### src/rtl/mips_defs.sv
// Shared definitions for the MIPS execute stage: ALU codes, funct codes,
// forwarding selects and the multiply/divide state encoding.
package mips_defs;

    localparam logic [2:0] ALU_AND = 3'b000;
    localparam logic [2:0] ALU_OR  = 3'b001;
    localparam logic [2:0] ALU_ADD = 3'b010;
    localparam logic [2:0] ALU_SUB = 3'b110;
    localparam logic [2:0] ALU_SLT = 3'b111;

    localparam logic [5:0] OP_RTYPE = 6'h00;

    localparam logic [5:0] FN_MFHI  = 6'h10;
    localparam logic [5:0] FN_MTHI  = 6'h11;
    localparam logic [5:0] FN_MFLO  = 6'h12;
    localparam logic [5:0] FN_MTLO  = 6'h13;
    localparam logic [5:0] FN_MULT  = 6'h18;
    localparam logic [5:0] FN_MULTU = 6'h19;
    localparam logic [5:0] FN_DIV   = 6'h1A;
    localparam logic [5:0] FN_DIVU  = 6'h1B;

    localparam logic [1:0] FWD_REG = 2'b00;
    localparam logic [1:0] FWD_W   = 2'b01;
    localparam logic [1:0] FWD_M   = 2'b10;

    typedef enum logic {
        MD_IDLE = 1'b0,
        MD_BUSY = 1'b1
    } md_state_t;

    typedef enum logic [1:0] {
        MD_MULT  = 2'd0,
        MD_MULTU = 2'd1,
        MD_DIV   = 2'd2,
        MD_DIVU  = 2'd3
    } md_op_t;

    // Forwarding mux; the unused select 11 falls back to the register value.
    function automatic logic [31:0] fwd_sel(input logic [1:0]  sel,
                                            input logic [31:0] reg_v,
                                            input logic [31:0] w_v,
                                            input logic [31:0] m_v);
        case (sel)
            FWD_W:   return w_v;
            FWD_M:   return m_v;
            default: return reg_v;
        endcase
    endfunction

endpackage

### src/rtl/mul_div_unit.sv
// Iterative 32-step multiply/divide unit with HI/LO registers.
// Works on operand magnitudes; signs are applied on the final step.
module mul_div_unit
    import mips_defs::*;
(
    input  logic        clk,
    input  logic        rst_n,
    input  logic        i_start,
    input  md_op_t      i_op,
    input  logic [31:0] i_a,
    input  logic [31:0] i_b,
    input  logic        i_mthi,
    input  logic        i_mtlo,
    input  logic [31:0] i_wdata,
    output logic        o_busy,
    output logic [31:0] o_hi,
    output logic [31:0] o_lo
);

    md_state_t   r_state;
    logic [4:0]  r_count;
    logic [63:0] r_acc;     // mult: {partial sum, multiplier}; div: {remainder, dividend/quotient}
    logic [31:0] r_opb;     // multiplicand or divisor magnitude
    logic        r_is_div;
    logic        r_neg_q;   // negate product / quotient
    logic        r_neg_r;   // negate remainder (sign of dividend)
    logic [31:0] r_hi;
    logic [31:0] r_lo;

    logic        w_signed;
    logic        w_div;
    logic [31:0] w_mag_a;
    logic [31:0] w_mag_b;

    assign w_signed = (i_op == MD_MULT) || (i_op == MD_DIV);
    assign w_div    = (i_op == MD_DIV)  || (i_op == MD_DIVU);
    assign w_mag_a  = (w_signed && i_a[31]) ? (32'd0 - i_a) : i_a;
    assign w_mag_b  = (w_signed && i_b[31]) ? (32'd0 - i_b) : i_b;

    logic [32:0] w_mul_sum;
    logic [32:0] w_rem_sh;
    logic [32:0] w_rem_diff;
    logic [63:0] w_acc_nxt;
    logic [63:0] w_prod;
    logic [31:0] w_quot;
    logic [31:0] w_rem;

    // One shift-add or restoring-subtract step, plus sign-corrected results
    always_comb begin
        w_mul_sum  = {1'b0, r_acc[63:32]} + (r_acc[0] ? {1'b0, r_opb} : 33'd0);
        w_rem_sh   = {r_acc[63:32], r_acc[31]};
        w_rem_diff = w_rem_sh - {1'b0, r_opb};
        if (r_is_div) begin
            // bit 32 of the difference is the borrow: restore on borrow
            if (w_rem_diff[32])
                w_acc_nxt = {w_rem_sh[31:0], r_acc[30:0], 1'b0};
            else
                w_acc_nxt = {w_rem_diff[31:0], r_acc[30:0], 1'b1};
        end else begin
            w_acc_nxt = {w_mul_sum, r_acc[31:1]};
        end
        w_prod = r_neg_q ? (64'd0 - w_acc_nxt) : w_acc_nxt;
        w_quot = r_neg_q ? (32'd0 - w_acc_nxt[31:0])  : w_acc_nxt[31:0];
        w_rem  = r_neg_r ? (32'd0 - w_acc_nxt[63:32]) : w_acc_nxt[63:32];
    end

    // Control FSM: launch in IDLE, 32 iteration steps in BUSY, then write HI/LO
    always_ff @(posedge clk or negedge rst_n) begin
        if (!rst_n) begin
            r_state  <= MD_IDLE;
            r_count  <= 5'd0;
            r_acc    <= 64'd0;
            r_opb    <= 32'd0;
            r_is_div <= 1'b0;
            r_neg_q  <= 1'b0;
            r_neg_r  <= 1'b0;
            r_hi     <= 32'd0;
            r_lo     <= 32'd0;
        end else if (r_state == MD_IDLE) begin
            if (i_start) begin
                r_state  <= MD_BUSY;
                r_count  <= 5'd0;
                r_acc    <= {32'd0, w_mag_a};
                r_opb    <= w_mag_b;
                r_is_div <= w_div;
                r_neg_q  <= w_signed && (i_a[31] ^ i_b[31]);
                r_neg_r  <= w_signed && i_a[31];
            end else begin
                if (i_mthi) r_hi <= i_wdata;
                if (i_mtlo) r_lo <= i_wdata;
            end
        end else begin
            r_acc   <= w_acc_nxt;
            r_count <= r_count + 5'd1;
            if (r_count == 5'd31) begin
                r_state <= MD_IDLE;
                if (r_is_div) begin
                    r_hi <= w_rem;
                    r_lo <= w_quot;
                end else begin
                    r_hi <= w_prod[63:32];
                    r_lo <= w_prod[31:0];
                end
            end
        end
    end

    assign o_busy = (r_state == MD_BUSY);
    assign o_hi   = r_hi;
    assign o_lo   = r_lo;

endmodule

### src/rtl/exec_stage.sv
// MIPS execute stage: operand forwarding, ALU, destination select and the
// multiply/divide unit with its stall request to the hazard unit.
module exec_stage
    import mips_defs::*;
(
    input  logic        clk,
    input  logic        rst_n,
    input  logic [2:0]  alu_ctrl_e,
    input  logic        alu_src_e,
    input  logic        reg_dst_e,
    input  logic [31:0] rd1_e,
    input  logic [31:0] rd2_e,
    input  logic [4:0]  rt_e,
    input  logic [4:0]  rd_e,
    input  logic [31:0] sign_imm_e,
    input  logic [31:0] instr_e,
    input  logic [1:0]  forward_a_e,
    input  logic [1:0]  forward_b_e,
    input  logic [31:0] alu_out_m,
    input  logic [31:0] result_w,
    output logic [31:0] alu_out_e,
    output logic [31:0] write_data_e,
    output logic [4:0]  write_reg_e,
    output logic        zero_e,
    output logic        md_stall
);

    logic [31:0] w_src_a;
    logic [31:0] w_fwd_b;
    logic [31:0] w_src_b;
    logic [31:0] w_alu_res;

    assign w_src_a      = fwd_sel(forward_a_e, rd1_e, result_w, alu_out_m);
    assign w_fwd_b      = fwd_sel(forward_b_e, rd2_e, result_w, alu_out_m);
    assign w_src_b      = alu_src_e ? sign_imm_e : w_fwd_b;
    assign write_data_e = w_fwd_b;
    assign write_reg_e  = reg_dst_e ? rd_e : rt_e;

    // ALU; slt compares as signed, add/sub simply wrap
    always_comb begin
        w_alu_res = 32'd0;
        case (alu_ctrl_e)
            ALU_ADD: w_alu_res = w_src_a + w_src_b;
            ALU_SUB: w_alu_res = w_src_a - w_src_b;
            ALU_AND: w_alu_res = w_src_a & w_src_b;
            ALU_OR:  w_alu_res = w_src_a | w_src_b;
            ALU_SLT: w_alu_res = {31'd0, $signed(w_src_a) < $signed(w_src_b)};
            default: w_alu_res = 32'd0;
        endcase
    end

    assign zero_e = (w_alu_res == 32'd0);

    logic        w_rtype;
    logic [5:0]  w_funct;
    logic        w_start;
    logic        w_md_any;
    logic        w_mthi;
    logic        w_mtlo;
    logic        w_mfhi;
    logic        w_mflo;
    md_op_t      w_md_op;
    logic        w_unused;

    assign w_rtype  = (instr_e[31:26] == OP_RTYPE);
    assign w_funct  = instr_e[5:0];
    assign w_unused = ^instr_e[25:6];

    // Decode MD instructions (R-type only)
    always_comb begin
        w_start = 1'b0;
        w_mthi  = 1'b0;
        w_mtlo  = 1'b0;
        w_mfhi  = 1'b0;
        w_mflo  = 1'b0;
        w_md_op = MD_MULT;
        if (w_rtype) begin
            case (w_funct)
                FN_MULT:  begin w_start = 1'b1; w_md_op = MD_MULT;  end
                FN_MULTU: begin w_start = 1'b1; w_md_op = MD_MULTU; end
                FN_DIV:   begin w_start = 1'b1; w_md_op = MD_DIV;   end
                FN_DIVU:  begin w_start = 1'b1; w_md_op = MD_DIVU;  end
                FN_MTHI:  w_mthi = 1'b1;
                FN_MTLO:  w_mtlo = 1'b1;
                FN_MFHI:  w_mfhi = 1'b1;
                FN_MFLO:  w_mflo = 1'b1;
                default:  ;
            endcase
        end
    end

    assign w_md_any = w_start | w_mthi | w_mtlo | w_mfhi | w_mflo;

    logic        w_busy;
    logic [31:0] w_hi;
    logic [31:0] w_lo;

    mul_div_unit u_md (
        .clk     (clk),
        .rst_n   (rst_n),
        .i_start (w_start),
        .i_op    (w_md_op),
        .i_a     (w_src_a),
        .i_b     (w_fwd_b),
        .i_mthi  (w_mthi),
        .i_mtlo  (w_mtlo),
        .i_wdata (w_src_a),
        .o_busy  (w_busy),
        .o_hi    (w_hi),
        .o_lo    (w_lo)
    );

    // Only MD instructions wait for the unit; everything else flows past it
    assign md_stall  = w_busy & w_md_any;
    assign alu_out_e = w_mfhi ? w_hi : (w_mflo ? w_lo : w_alu_res);

endmodule

### config.mk
export PLATFORM = sky130hd
export DESIGN_NAME = exec_stage
export DESIGN_NICKNAME = d
export VERILOG_FILES = /design/src/rtl/mips_defs.sv /design/src/rtl/mul_div_unit.sv /design/src/rtl/exec_stage.sv
export SDC_FILE = /design/constraint.sdc
export NUM_CORES = 1
export LEC_CHECK = 0
export BUFFER_PORTS_ARGS = -buffer_cell sky130_fd_sc_hd__buf_4
export CAP_MARGIN = 20
export CELL_PAD_IN_SITES_DETAIL_PLACEMENT = 0
export CELL_PAD_IN_SITES_GLOBAL_PLACEMENT = 1
export CORE_MARGIN = 1
export CORE_UTILIZATION = 30
export CTS_CLUSTER_DIAMETER = 120
export DETAILED_ROUTE_END_ITERATION = 10
export GPL_TIMING_DRIVEN = 0
export PLACE_DENSITY_LB_ADDON = 0.1
export SYNTH_ARGS = -nofsm -noshare
export SYNTH_HDL_FRONTEND = slang
export SYNTH_SLANG_ARGS = --single-unit
### constraint.sdc
create_clock -name clk -period 7.2 [get_ports clk]
set_clock_uncertainty 0.2 [all_clocks]
set_input_delay 0.36 -clock clk [delete_from_list [all_inputs] [get_ports clk]]
set_output_delay 0.36 -clock clk [all_outputs]
set_load 0.02 [all_outputs]
==> results.sh <==
export IMPL_gp_congestion=0.977
export IMPL_async_flop_share_pct=100
export IMPL_power_total_mw=8.00
export IMPL_clockRootBuffer="clkbuf_16"
export IMPL_die_y_um=277
export IMPL_slowest_stage="or4_1"
export IMPL_setup_slack_ns=0.189
export IMPL_worst_slew_pin_slew_ns=1.13
export IMPL_grt_overflow=0
export IMPL_clkSlewWorstSetupHoldPaths_ns=0.07
export IMPL_status="completed"
export IMPL_postSynthCellCount=3216
export IMPL_yosysTopAreaCell="dfrtp_1"
export IMPL_via_per_inst=6.01
export IMPL_hpwlAfterDp_mm=115
export IMPL_worstPathArrival_ns=6.45
export IMPL_yosys_register_bits=169
export IMPL_clockBufferDepth=2
export IMPL_vias=27100
export IMPL_routed_wirelength_mm=136
export IMPL_cp_max_fo=10
export IMPL_cp_start_kind="input pin"
export IMPL_timing_final_hold_violations=0
export IMPL_drcViolationCount=0
export IMPL_synth_seq_area_share_pct=18.6
export IMPL_finalMaxSlewViolations=0
export IMPL_hold_class="input pin to register"
export IMPL_io_pins=284
export IMPL_min_from="rd2_e[0]"
export IMPL_finish_utilization_pct=35.9
export IMPL_r2r_cells=21
export IMPL_synth_edf_count=0
export IMPL_ir_worst_vdd_mv=0.205
export IMPL_powerDensity_nw_per_um2=298
export IMPL_layout_common_cells="nand2_1, a21oi_1, nor2_1, buf_4, o21ai_0"
export IMPL_max_stage_delay_ns=0.60
export IMPL_regToRegEndpoint="u_md.o_hi[24]"
export IMPL_slew_headroom_pct=23.9
export IMPL_hold_depth=3
export IMPL_grt_usage_pct=34.5
export IMPL_syn2layout_area_growth_pct=18.1
export IMPL_drv_cap=0
export IMPL_critPathKind="input pin to output port"
export IMPL_first_iter_violations=2570
export IMPL_port_buffers=259
export IMPL_htreeDepth=4
export IMPL_drive_gt1_share_pct=12.9
export IMPL_grt_max_degree=111
export IMPL_period_minus_slack_ns=7.01
export IMPL_antenna_found_initial=4
export IMPL_netlist_area_um2=22700
export IMPL_drt_wirelength_per_cell_um=30.2
export IMPL_core_area_um2=74700
export IMPL_avgSynthCellArea_um2=7.06
export IMPL_crit_reg2reg_launch="u_md.r_acc[31]"
export IMPL_cts_sinks=169
export IMPL_ys_warn_count=0
export IMPL_end_kind="output port"
export IMPL_cts_tree="built"
export IMPL_clk_latency_ns=0.50
export IMPL_p_leak_nw=11.4
export IMPL_hold_slack_ns=0.156
export IMPL_dp_cells=4462
export IMPL_setup_viol=0
export IMPL_synth_nets=3617
export IMPL_grt_pass1_vias=26100
export IMPL_reg2reg_slack_ns=0.25
export IMPL_rows=100
export IMPL_synth_area_leaders="dfrtp_1, ha_1, a21oi_1"
export IMPL_initial_core_util_pct=30.4
export IMPL_synth_cell_type_count=97
export IMPL_grt_pass1_wl_mm=192
export IMPL_finalNetCount=3917
export IMPL_final_common_cell="nand2_1"
export IMPL_ant_nets=0
export IMPL_die_w_um=277
export IMPL_dieArea_um2=76800
export IMPL_synthFlopType="dfrtp_1"
export IMPL_finalCritPeriodShare_pct=97.4
export IMPL_worstPathRequired_ns=6.64
export IMPL_first_pass_iters=6
export IMPL_hold_end="u_md.r_opb[0]"
export IMPL_max_clock_freq_ghz=0.143
export IMPL_final_cells=4499
export IMPL_preCtsSetupSlack_ns=-1.77
export IMPL_numCtsBuffers=17
export IMPL_synth_top_area_share_pct=18.6
==> Yosys cell counts (all sizes together) (18+ instances only) <==
| cell | number |
|---|---|
| o22ai | 32 |
| ha | 184 |
| and2 | 44 |
| o21a | 35 |
| xor2 | 50 |
| o21ai | 316 |
| mux2 | 26 |
| nor2b | 27 |
| nand4 | 42 |
| nand2 | 346 |
| nor2 | 331 |
| mux2i | 48 |
| a21o | 47 |
| nand3 | 56 |
| a211oi | 58 |
| o211ai | 27 |
| o21bai | 18 |
| a21oi | 335 |
| a22oi | 26 |
| dfrtp | 169 |
| o31ai | 34 |
| clkbuf | 159 |
| nor3 | 69 |
| xnor2 | 139 |
| or3 | 21 |
| and3 | 22 |
| a31oi | 44 |
| buf | 46 |
| a221o | 46 |
| inv | 189 |
==> cells by family after synthesis <==
group | synth area share [%]
DFF | 18.6
buffers and inverters | 6.71
xor gates and xnor gates | 7.29
muxes | 3.42
AOI/OAI and AO/OA | 32.2
and+or+nand+nor | 21.2
adders and majority gates | 10.5
==> layout make-up <==
type | instances | area [um2]
plain buffers | 202 | 830
well taps | 969 | 1210
fillers | 8162 | 47900
clock buffers | 19 | 453
inverters | 190 | 713
flip-flops and latches | 169 | 4230
diodes | 2 | 5.00
multi-input cells | 2652 | 17100
clock inverters | 12 | 136
repair buffers | 284 | 2170
==> worst max-delay path by stage <==
| stage | startpoint | to | slack [ns] | cells after the start |
|---|---|---|---|---|
| after floorplan | forward_b_e[0] | zero_e | 1.15 | 25 |
| after global placement | forward_b_e[0] | zero_e | -1.79 | 26 |
| after detailed placement | forward_b_e[0] | zero_e | -1.77 | 26 |
| after CTS | forward_b_e[1] | zero_e | 0.02 | 25 |
| after global routing | forward_a_e[0] | zero_e | -0.02 | 23 |
| final | forward_b_e[0] | zero_e | 0.19 | 25 |
==> state kept, by name (all words and copies together), names as in the netlist <==
register / flops
u_md.o_hi: 32
u_md.o_lo: 32
u_md.r_neg_r: 1
u_md.r_is_div: 1
u_md.o_busy: 1
u_md.r_neg_q: 1
u_md.r_acc: 64
u_md.r_count: 5
u_md.r_opb: 32
==> power breakdown <==
group	internal, mW	switching (mW)
clock	0.505	0.487
combinational	1.84	3.72
sequential	1.13	0.318
==> routing by layer <==
metal	GRT usage, %	vias up	routed length [um]
li1	-	12200	-
met1	45.9	13400	59200
met2	55.3	1302	61100
met3	6.04	153	10100
met4	13.0	0	5530
met5	0	-	0
==> metrics by stage <==
stage | setup TNS [ns] | instance area [um2]
finish | 0 | 26800
global route | -0.0204 | 26800
CTS | 0 | 26700
detailed placement | -12.32 | 26000
global placement | -13.74 | 25900
floorplan | 0 | 22700
==> worst max-delay path, delay by kind of cell <==
family / cells / cell delay, ns
compound gates: 9 / 2.11
simple gates: 7 / 1.90
buf+inv: 7 / 1.53
fa+ha+maj: 2 / 0.54
==> what timing repair did <==
item / 4_1_cts / 5_1_grt
endpoints found under the hold margin: 59 / 0
hold buffers: 1 / 0
pin swaps: 2 / 2
gates resized for setup: 45 / 30
buffers inserted: 2 / 2
setup endpoints to repair: 20 / 5
Power figures use the tool's default switching activity.
